`src/rtl/rf_wb_sched.sv`:
```
// rf_wb_sched: write-port scheduler and long-latency scoreboard for the
// pipeline register file. The in-order writeback always wins the single
// write port; long-unit results take the port on free cycles. Registers
// with outstanding long writes are tracked so that decode stalls on RAW/WAW.
// Optional: define RF_WB_SKID_EN to add a one-entry skid buffer that lets
// the long unit hand off a result even while the pipeline owns the port.
module rf_wb_sched #(
    parameter int PEND_MAX = 4
) (
    input  logic        Clk,
    input  logic        Rst,
    input  logic        Run,
    input  logic        IssueValid,
    input  logic [4:0]  IssueRs,
    input  logic [4:0]  IssueRt,
    input  logic        IssueUseRs,
    input  logic        IssueUseRt,
    input  logic [4:0]  IssueRw,
    input  logic        IssueWr,
    input  logic        IssueLong,
    output logic        Stall,
    input  logic        PipeWr,
    input  logic [4:0]  PipeRw,
    input  logic [31:0] PipeBusW,
    input  logic        LongValid,
    input  logic [4:0]  LongRw,
    input  logic [31:0] LongData,
    output logic        LongReady,
    output logic        RegWr,
    output logic [4:0]  Rw,
    output logic [31:0] busW
);

    localparam int CW = $clog2(PEND_MAX + 1);

    logic [31:1]   r_pend;
    logic [CW-1:0] r_cnt;

    logic [31:0]   w_pendVec;
    logic          w_raw;
    logic          w_waw;
    logic          w_full;
    logic          w_accept;
    logic          w_longInc;
    logic          w_longFire;
    logic          w_commit;
    logic [4:0]    w_commitAddr;
    logic [31:0]   w_commitData;
    logic          w_commitErr;
    logic [CW-1:0] w_cntNext;
    logic [31:1]   w_pendNext;

    // Register 0 is never pending; a zero LSB lets any 5-bit address index directly.
    assign w_pendVec = {r_pend, 1'b0};

    assign w_raw  = (IssueUseRs & w_pendVec[IssueRs]) | (IssueUseRt & w_pendVec[IssueRt]);
    assign w_waw  = IssueWr & w_pendVec[IssueRw];
    assign w_full = IssueLong & IssueWr & (r_cnt == CW'(PEND_MAX));

    // Hazards look only at registered state, so a commit frees the issue one cycle later.
    assign Stall     = ~Run | (IssueValid & (w_raw | w_waw | w_full));
    assign w_accept  = IssueValid & ~Stall & Run;
    assign w_longInc = w_accept & IssueLong & IssueWr;

`ifdef RF_WB_SKID_EN
    logic        r_bufFull;
    logic [4:0]  r_bufAddr;
    logic [31:0] r_bufData;
    logic        w_capture;
    logic        w_drain;

    // A full buffer blocks the long unit, which also keeps the drain cycle to one long write.
    assign LongReady    = Run & ~r_bufFull;
    assign w_longFire   = LongValid & LongReady;
    assign w_capture    = w_longFire & PipeWr;
    assign w_drain      = Run & r_bufFull & ~PipeWr;
    assign w_commit     = w_drain | (w_longFire & ~PipeWr);
    assign w_commitAddr = r_bufFull ? r_bufAddr : LongRw;
    assign w_commitData = r_bufFull ? r_bufData : LongData;

    // Skid entry: filled when the pipeline holds the port, emptied on the first free cycle.
    always_ff @(posedge Clk or posedge Rst) begin
        if (Rst) begin
            r_bufFull <= 1'b0;
            r_bufAddr <= 5'd0;
            r_bufData <= 32'd0;
        end else if (w_capture) begin
            r_bufFull <= 1'b1;
            r_bufAddr <= LongRw;
            r_bufData <= LongData;
        end else if (w_drain) begin
            r_bufFull <= 1'b0;
        end
    end
`else
    // Without a buffer the long unit simply waits for a cycle the pipeline leaves free.
    assign LongReady    = Run & ~PipeWr;
    assign w_longFire   = LongValid & LongReady;
    assign w_commit     = w_longFire;
    assign w_commitAddr = LongRw;
    assign w_commitData = LongData;
`endif

    // Committing to an idle register or with nothing outstanding is a protocol error.
    assign w_commitErr = w_commit &
                         (((w_commitAddr != 5'd0) & ~w_pendVec[w_commitAddr]) | (r_cnt == '0));

    // Write port mux: pipeline first, long source second; address 0 is never written.
    always_comb begin
        RegWr = 1'b0;
        Rw    = 5'd0;
        busW  = 32'd0;
        if (Run) begin
            if (PipeWr) begin
                Rw    = PipeRw;
                busW  = PipeBusW;
                RegWr = (PipeRw != 5'd0);
            end else if (w_commit) begin
                Rw    = w_commitAddr;
                busW  = w_commitData;
                RegWr = (w_commitAddr != 5'd0);
            end
        end
    end

    // Outstanding count: issue adds, commit removes, never wrapping below zero.
    always_comb begin
        w_cntNext = r_cnt;
        if (w_longInc) begin
            w_cntNext = w_cntNext + CW'(1);
        end
        if (w_commit && (r_cnt != '0)) begin
            w_cntNext = w_cntNext - CW'(1);
        end
    end

    // Pending bits: clear on a clean commit, set on a long issue; WAW keeps them disjoint.
    always_comb begin
        w_pendNext = r_pend;
        for (int i = 1; i < 32; i++) begin
            if (w_commit && !w_commitErr && (w_commitAddr == 5'(i))) begin
                w_pendNext[i] = 1'b0;
            end
            if (w_longInc && (IssueRw == 5'(i))) begin
                w_pendNext[i] = 1'b1;
            end
        end
    end

    // Scoreboard state is frozen while Run is low and flushed by reset.
    always_ff @(posedge Clk or posedge Rst) begin
        if (Rst) begin
            r_pend <= '0;
            r_cnt  <= '0;
        end else if (Run) begin
            r_pend <= w_pendNext;
            r_cnt  <= w_cntNext;
        end
    end

`ifndef SYNTHESIS
    logic sticky_err;

    // Sticky record of any bad commit, for inspection in simulation.
    always_ff @(posedge Clk or posedge Rst) begin
        if (Rst) begin
            sticky_err <= 1'b0;
        end else if (Run && w_commitErr) begin
            sticky_err <= 1'b1;
        end
    end
`endif

endmodule

```
`config.mk`:
```
export PLATFORM = sky130hd
export DESIGN_NAME = rf_wb_sched
export DESIGN_NICKNAME = d
export VERILOG_FILES = /design/src/rtl/rf_wb_sched.sv
export SDC_FILE = /design/constraint.sdc
export NUM_CORES = 1
export LEC_CHECK = 0
export ABC_AREA = 1
export CAP_MARGIN = 15
export CORE_MARGIN = 3
export CORE_UTILIZATION = 35
export CTS_CLUSTER_DIAMETER = 150
export CTS_CLUSTER_SIZE = 24
export DETAILED_ROUTE_END_ITERATION = 16
export GPL_ROUTABILITY_DRIVEN = 0
export PLACE_DENSITY_LB_ADDON = 0.2
export SLEW_MARGIN = 10
export SYNTH_ARGS = -nofsm -noshare
export SYNTH_HDL_FRONTEND = slang
export SYNTH_SLANG_ARGS = --single-unit
```
`constraint.sdc`:
```
create_clock -name Clk -period 5.6 [get_ports Clk]
set_input_delay 1.12 -clock Clk [delete_from_list [all_inputs] [get_ports Clk]]
set_output_delay 1.12 -clock Clk [all_outputs]
set_load 0.02 [all_outputs]
```
==> metrics <==
commonest non-fill, non-tap cell in the layout nand2_1; Final WS setup 0.611 ns; initial antenna violation count 0; pre-CTS setup slack between 0.6 and 0.7 ns; first-pass GRT wire length between 20 and 25 mm; min cycle time layout roughly 5 ns; H-tree depth 2; # nets final 885; Worst Skew 0.00955 ns; clk_lat worst skew 0.30 ns; crit end category output port; hpwl dp roughly 12 mm; die area roughly 0.012 mm²; Routed WL 15.9 mm; vias in the first global route roughly 4,600; die width 109 µm; CTS Sinks 34; metal2 WL approximately 7.4 mm; clock root cell clkbuf_8; Max Used Layer met4; Via density approximately 5.4; Crit Path Category in2out; pin count of the biggest net entering global routing 41; Worst Path Arrival around 3.9 ns; leak pwr 2.34 nW; Pre-Repair DR Iteration Count 5; required time worst endpoint between 4 and 5 ns; synth warn 0; Inserted Diodes 0; core footprint 0.0100 mm²; row count 36; most frequent cells in the layout 248 x nand2_1, 138 x clkdlybuf4s50_1, 76 x nor2_1; largest fanout on the critical path 23; type of origin of the critical path input pin; total number of vias 4,996; port bufs ~140; hold buffers post-CTS 0; worst vdd ir ~0.15 mV; Worst-path clk slew 0.08 ns; post-CTS sizing 0; syn_nets ~770; Overflow after GRT 0; Clock Tree Buf Depth 2; CTS buffer count 5; met3 wire len ~1.6 mm; RSZ-0062 raised after global routing no; Setup-failing EPs final 0; Slew HR 0.418; Max Clock Freq about 0.2 GHz; fraction of layout cells with a size suffix above 1 0.0370; Post-CTS Setup Bufs 0; Routed Antenna Nets 0; biggest cell delay along the critical path between 0.9 and 1 ns; number of distinct library cells after synthesis 37; io pins approximately 140; Worst path slowest cell clkdlybuf4s50_1; Avg Inst Size Synth 5.58 µm²; register area share after synthesis 0.230; Power per Cell Area 176 mW/mm²; fin. max-slew vios 0; Total GRT Usage 0.261; Final TNS setup 0 ns; Design Power approximately 0.93 mW; final routed DRC violation total 0; Hold WC Path Type reg2reg; outcome complete, no violations; Area growth syn-to-layout 41.8%; routed len/inst 17.4 µm; M1 wire length 6.34 mm; final-report hold violation count 0; worst-path cell chain clkdlybuf4s50_1 > inv_1 > nand2_1 > nand3_1 > nand3_1 > nand3_1 > nand3_1 > nand3_1 > nand3_2 > nand2_2 > nand2_1 > clkdlybuf4s50_1; final worst path period share 0.891; worst slew pin tran slightly below 0.9 ns; max cap viols 0; Synth Register Bits 34; CTS tree done; drt initial violations about 650; most frequent CP cell nand3_1; starting density of the core 0.369; synthesized area roughly 0.0037 mm²; chip height roughly 110 µm; Synth Instances between 600 and 700
final cells by class:
type                       instances  area [µm²]
clock buffer                       5        68.8
clock inverter                     3        68.8
fill                            1036        4790
inverter                          65         249
multi-input combinational        536        2450
sequential                        34         851
tap                              133         166
timing repair buffer             141        1400
final timing paths:
check	start	endpoint	slack, ns	depth (start not counted)
max reg2reg	r_pend[27]	r_cnt[2]	3.06	17
min reg2reg	r_cnt[2]	r_cnt[2]	0.53	2
min	r_cnt[2]	r_cnt[2]	0.53	2
min in group asynchronous	Rst	r_pend[18]	1.21	3
max	IssueRt[0]	Stall	0.61	12
max in group asynchronous	Rst	r_pend[13]	4.07	3
sequential cells by signal (all words and copies together), names as in the netlist:
signal	cells
r_pend	31
r_cnt	3
stage by stage:
step	instance area, µm²	hold WS, ns	instances	utilization
3_3_place_gp	5120	0.480	909	0.509
3_5_place_dp	5120	0.501	909	0.509
6_report	5250	0.526	917	0.523
2_1_floorplan	3710	0.462	664	-
5_1_grt	5250	0.550	917	0.523
4_1_cts	5250	0.518	917	0.523
Yosys cell counts (all sizes together):
master     n  area [µm²]
o22ai      2        12.5
nor4       1        6.26
nand4      2        12.5
dfrtp     34         851
nand2    252         961
ha         3        37.5
o2111ai    1        8.76
inv       65         249
buf       17         115
a31oi      1        6.26
nand3     69         373
clkbuf    12        45.0
o21ai     52         268
a221oi     2        17.5
a211oi     2        15.0
o221ai     2        17.5
o31ai      4        30.0
xnor3      1        22.5
nor3       4        20.0
a21oi     47         239
a22oi      8        60.1
xor2       1        8.76
o211ai     5        37.5
o21bai     1        7.51
nor2      76         285
report_power, final:
group | total (mW) | internal [mW] | switching [mW] | leakage (nW)
Combinational | 0.344 | 0.156 | 0.188 | 1.84
Clock | 0.279 | 0.178 | 0.101 | 0.0683
Sequential | 0.303 | 0.269 | 0.0345 | 0.434
Total | 0.927 | 0.603 | 0.323 | 2.34
routing by layer:
layer / track usage / vias up
li1: - / 2395
met1: 0.349 / 2272
met2: 0.411 / 279
met3: 0.0527 / 50
met4: 0.109 / 0
met5: 0 / -
critical path: cells and delay by family:
kind | cells | cell delay [ns]
buffers and inverters | 3 | 1.84
AND/OR/NAND/NOR | 9 | 0.88
cells by family after synthesis:
family | share of synthesized area
compound gates | 0.194
simple gates | 0.447
xor+xnor | 0.00844
flops | 0.230
fa+ha+maj | 0.0101
buf+inv | 0.110
Note: power is estimated with default switching activity, not from simulation.
==> RTL change 1: new RTL, config.mk and constraints unchanged <==
Add a define of `RF_WB_SKID_EN`.
--- a/src/rtl/rf_wb_sched.sv
+++ b/src/rtl/rf_wb_sched.sv
@@ -4,6 +4,8 @@
 // with outstanding long writes are tracked so that decode stalls on RAW/WAW.
 // Optional: define RF_WB_SKID_EN to add a one-entry skid buffer that lets
 // the long unit hand off a result even while the pipeline owns the port.
+`define RF_WB_SKID_EN
+
 module rf_wb_sched #(
     parameter int PEND_MAX = 4
 ) (
Formal check against the unedited RTL: not equivalent (Yosys sat finds a counterexample within 4 cycles, from zero or initial values and one cycle with Rst high).
==> RTL change 1 against the unedited design <==
  * Wire length rose by 21%
  * Setup slack gained 0.0084 ns
  * Die area up 45%
  * Synthesized area up 48%
  * Power grew 93%
  * Count of clock-buffer cells in the layout increased by 4
  * Cell area is 39% higher
  * Synthesized cell count is 34% higher
  * First-iteration DRC count shrank 19%
  * Utilization is 4.6 points lower
  * Final cell count is 32% higher
  * Clock skew decreased by 0.0020 ns
  * Sequential cell count is 38 higher
  * Critical path type unchanged
  * Highest routed layer unchanged
==> RTL change 1: results (changes against the unedited design) <==
----------------------------------------------------
[Placed design]
  Half-perimeter wire length after placement ... 13,900 um (was 12,000 um)

[GRT]
  Largest net degree at the start of global routing ... 57 (was 41)
  Number of global-route vias before repair ... 6,001 (was 4,644)
  First-pass GRT wire length ... 31,000 um (was 24,100 um)

[Clocking]
  Cts bufs inserted ... 9 (was 5)
  Clk pin slew, worst setup/hold paths ... 0.06 ns (was 0.08 ns)
  H-tree levels ... 3 (was 2)
  Clock Tree Root ... clkbuf_16 (was clkbuf_8)

[Critical path]
  Maximum fanout along the worst path ... 17 (was 23)
  Path depth of the worst reg2reg path ... 13 (was 17)
  Origin of the critical flop-to-flop path ... r_bufFull (was r_pend[27])

[Route]
  Number of detailed-routing iterations run before antenna repair ... 8 (was 5)
  Via total after detailed routing ... 6,265 (was 4,996)
  Violation count after the first detailed-route iteration ... 525 (was 646)

[Yosys]
  Distinct cell type count of the synthesized netlist ... 33 (was 37)
  Avg Inst Size Synth ... 6.16 sq um (was 5.58 sq um)
  Post-synth top cells ... nand2_1, nand3_1, inv_1, dfrtp_1, nor2_1 (was nand2_1, nor2_1, nand3_1, inv_1, a21oi_1)
  Biggest area contributors in the synthesized netlist ... dfrtp_1, nand2_1, nand3_1, inv_1, o211ai_1 (was nand2_1, dfrtp_1, nand3_1, nor2_1, a21oi_1)
  Syn nets ... 991 (was 766)
  Post-synthesis sequential area ratio ... 0.329 (was 0.230)

[Hold path]
  Min-Delay Startpoint ... r_pend[26] (was r_cnt[2])
  WHS Endpoint ... r_pend[26] (was r_cnt[2])

[Final layout]
  Layout cells sized above 1 ... 0.0528 (was 0.0370)

[Power]
  Peak supply drop ... 0.127 mV (was 0.148 mV)
  LEAKAGE ... 3.48 nW (was 2.34 nW)

[Floorplanning]
  Effective utilization at floorplan ... 0.359 (was 0.369)

[STA]
  Maximum clock skew at final layout ... 0.00753 ns (was 0.00955 ns)

[Run status]
  Run status ... finished clean (unchanged)

----------------------------------------------------
RTL change 1: routing by layer:
layer,GRT usage,up-vias,wire [um]
met1,0.308,2856,8210
met5,0,-,0
met4,0.0629,0,404
met3,0.0543,35,1760
li1,-,3103,-
met2,0.370,271,8830
RTL change 1: cell type report:
| cell class | count | area (sq um) |
|---|---|---|
| Clock buffer | 9 | 225 |
| Clock inverter | 7 | 78.8 |
| Fill cell | 1598 | 7980 |
| Inverter | 107 | 405 |
| Multi-Input combinational cell | 663 | 3060 |
| Sequential cell | 72 | 1800 |
| Tap cell | 211 | 264 |
| Timing Repair Buffer | 146 | 1440 |
RTL change 1: metrics by stage:
step                utilization  setup WS (ns)  cell area (sq um)  power, mW  hold slack [ns]
floorplan                     -           2.10               5480      0.990            0.448
global placement          0.457          0.676               6970       1.20            0.463
detailed placement        0.457          0.687               6970       1.20            0.470
CTS                       0.477          0.665               7280       1.80            0.484
global route              0.477          0.373               7280       1.90            0.505
finish                    0.477          0.619               7280       1.79            0.479
RTL change 1: worst max-delay path: stages:
cell,delay (ns)
clkdlybuf4s50_1,0.87
inv_2,0.26
nand2_1,0.11
nand3_1,0.07
nand2_1,0.08
nand2_1,0.05
nand3_1,0.07
nand3_1,0.08
nand3_1,0.18
nand2_1,0.09
o21ai_0,0.27
nand2_1,0.08
clkdlybuf4s50_1,0.54
RTL change 1: logic make-up (layout without fill, tap and decap cells):
kind of cell               after synthesis  after routing  synth area share
AOI/OAI and AO/OA                      173            173             0.181
adders and majority gates                3              3           0.00685
buffers and inverters                  154            269             0.113
DFF                                     72             72             0.329
muxes                                    4              4           0.00800
and+or+nand+nor                        483            483             0.362
RTL change 1: worst max-delay path by stage:
stage	from	end	slack (ns)
2_1_floorplan	Run	busW[10]	2.10
3_3_place_gp	IssueRs[0]	Stall	0.68
3_5_place_dp	IssueRs[0]	Stall	0.69
4_1_cts	IssueRs[0]	Stall	0.67
5_1_grt	IssueRs[0]	Stall	0.37
6_report	IssueRs[0]	Stall	0.62
RTL change 1: where the power goes:
part / internal, mW / switching, mW
Clock: 0.349 / 0.244
Combinational: 0.209 / 0.320
Sequential: 0.606 / 0.0617
==> RTL change 2: new RTL, same settings <==
Made on the original files. The parameter `PEND_MAX` goes from 4 to 8.
--- a/src/rtl/rf_wb_sched.sv
+++ b/src/rtl/rf_wb_sched.sv
@@ -5,7 +5,7 @@
 // Optional: define RF_WB_SKID_EN to add a one-entry skid buffer that lets
 // the long unit hand off a result even while the pipeline owns the port.
 module rf_wb_sched #(
-    parameter int PEND_MAX = 4
+    parameter int PEND_MAX = 8
 ) (
     input  logic        Clk,
     input  logic        Rst,
Behaviour: not the same (a bounded check fails within 10 cycles, from zero or initial values and one cycle with Rst high).
==> RTL change 2 against the unedited design <==
  * Setup slack got worse by 0.0078 ns
  * Sequential cell count rose by 1
  * Non-clock buffer count rose by 2
  * Synthesized area rose by 3.0%
  * Final cell count rose by 1.9%
  * Largest cell class unchanged
  * Largest power group unchanged
  * Cell area rose by 0.76%
  * Wire length rose by 1.5%
  * Power fell by 3.0%
==> RTL change 2: results (changes against the unedited design) <==
----------------------------------------------------
[STA]
  Worst hold slack across all endpoints ... 0.514 ns (was 0.526 ns)
  Tightest slew margin relative to the limit ... 0.378 (was 0.418)
  Maximum clock skew at final layout ... 0.0117 ns (was 0.00955 ns)

[Critical path]
  Arrival time reported for the critical path endpoint ... 3.88 ns (was 3.87 ns)
  Reg-to-reg slack, setup ... 2.85 ns (was 3.06 ns)
  Path depth of the worst reg2reg path ... 16 (was 17)

[Yosys]
  Syn nets ... 781 (was 766)
  Compound-gate portion of the synthesized area ... 0.200 (was 0.194)
  Xor/xnor share of the synthesized area ... 0.00688 (was 0.00844)
  Post-synthesis sequential area ratio ... 0.229 (was 0.230)
  Post-synth top cells ... nand2_1, inv_1, nand3_1, nor2_1, a21oi_1 (was nand2_1, nor2_1, nand3_1, inv_1, a21oi_1)
  Biggest area contributors in the synthesized netlist ... dfrtp_1, nand2_1, inv_1, nand3_1, a21oi_1 (was nand2_1, dfrtp_1, nand3_1, nor2_1, a21oi_1)
  Distinct cell type count of the synthesized netlist ... 36 (was 37)

[Final layout]
  Registers with the most flip-flops ... r_pend x31, r_cnt x4 (was r_pend x31, r_cnt x3)
  FILL cells ... 1,115 (was 1,036)
  Layout cells sized above 1 ... 0.0388 (was 0.0370)

[Hold path]
  Min-Delay Startpoint ... r_pend[16] (was r_cnt[2])
  WHS Endpoint ... r_pend[16] (was r_cnt[2])

[Power]
  LEAKAGE ... 2.34 nW (about the same)
  Peak supply drop ... 0.138 mV (was 0.148 mV)
  Sw Pwr ... 0.361 mW (was 0.323 mW)

[Run status]
  Run status ... finished clean (unchanged)

[Route]
  Via total after detailed routing ... 5,145 (was 4,996)
  Violation count after the first detailed-route iteration ... 599 (was 646)

[Placed design]
  Cell total after placement ... 926 (was 909)

[GRT]
  Largest net degree at the start of global routing ... 40 (was 41)
  First-pass GRT wire length ... 25,000 um (was 24,100 um)

----------------------------------------------------
RTL change 2: kinds of logic after synthesis:
group           count (synthesis)
simple gates                  378
xor+xnor                        3
buf+inv                       123
compound gates                137
fa+ha+maj                       3
flops                          35
RTL change 2: final cells by class:
cell class                      instances  share of cell area
Multi-Input combinational cell        521               0.455
Clock buffer                            7              0.0144
Inverter                               91              0.0645
Sequential cell                        35               0.165
Clock inverter                          1            0.000945
Timing Repair Buffer                  143               0.268
Tap cell                              136              0.0321
RTL change 2: critical path: cells and delay by family:
kind	cells	cell delay, ns
compound gates	1	0.15
simple gates	11	0.98
buf+inv	3	1.61
RTL change 2: power groups by stage:
stage | clock network (mW) | logic, mW | registers [mW]
finish | 0.181 | 0.401 | 0.316
global route | 0.198 | 0.445 | 0.319
CTS | 0.185 | 0.397 | 0.315
detailed placement | 0 | 0.395 | 0.319
global placement | 0 | 0.385 | 0.319
floorplan | 0 | 0.237 | 0.306
RTL change 2: worst max-delay path by stage:
stage / cells past startpoint / end / slack, ns / start
6_report: 15 / Stall / 0.60 / IssueRw[0]
2_1_floorplan: 7 / Rw[0] / 1.99 / Run
3_5_place_dp: 15 / Stall / 0.68 / IssueRw[0]
5_1_grt: 15 / Stall / 0.39 / IssueRw[0]
3_3_place_gp: 12 / Stall / 0.75 / IssueRw[0]
4_1_cts: 15 / Stall / 0.67 / IssueRw[0]
RTL change 2: per-layer routing:
layer / up-vias / GRT usage / share of wire
met3: 49 / 0.0449 / 0.10
met2: 280 / 0.417 / 0.47
met4: 0 / 0.104 / 0.039
li1: 2431 / - / -
met1: 2385 / 0.326 / 0.39
met5: - / 0 / 0
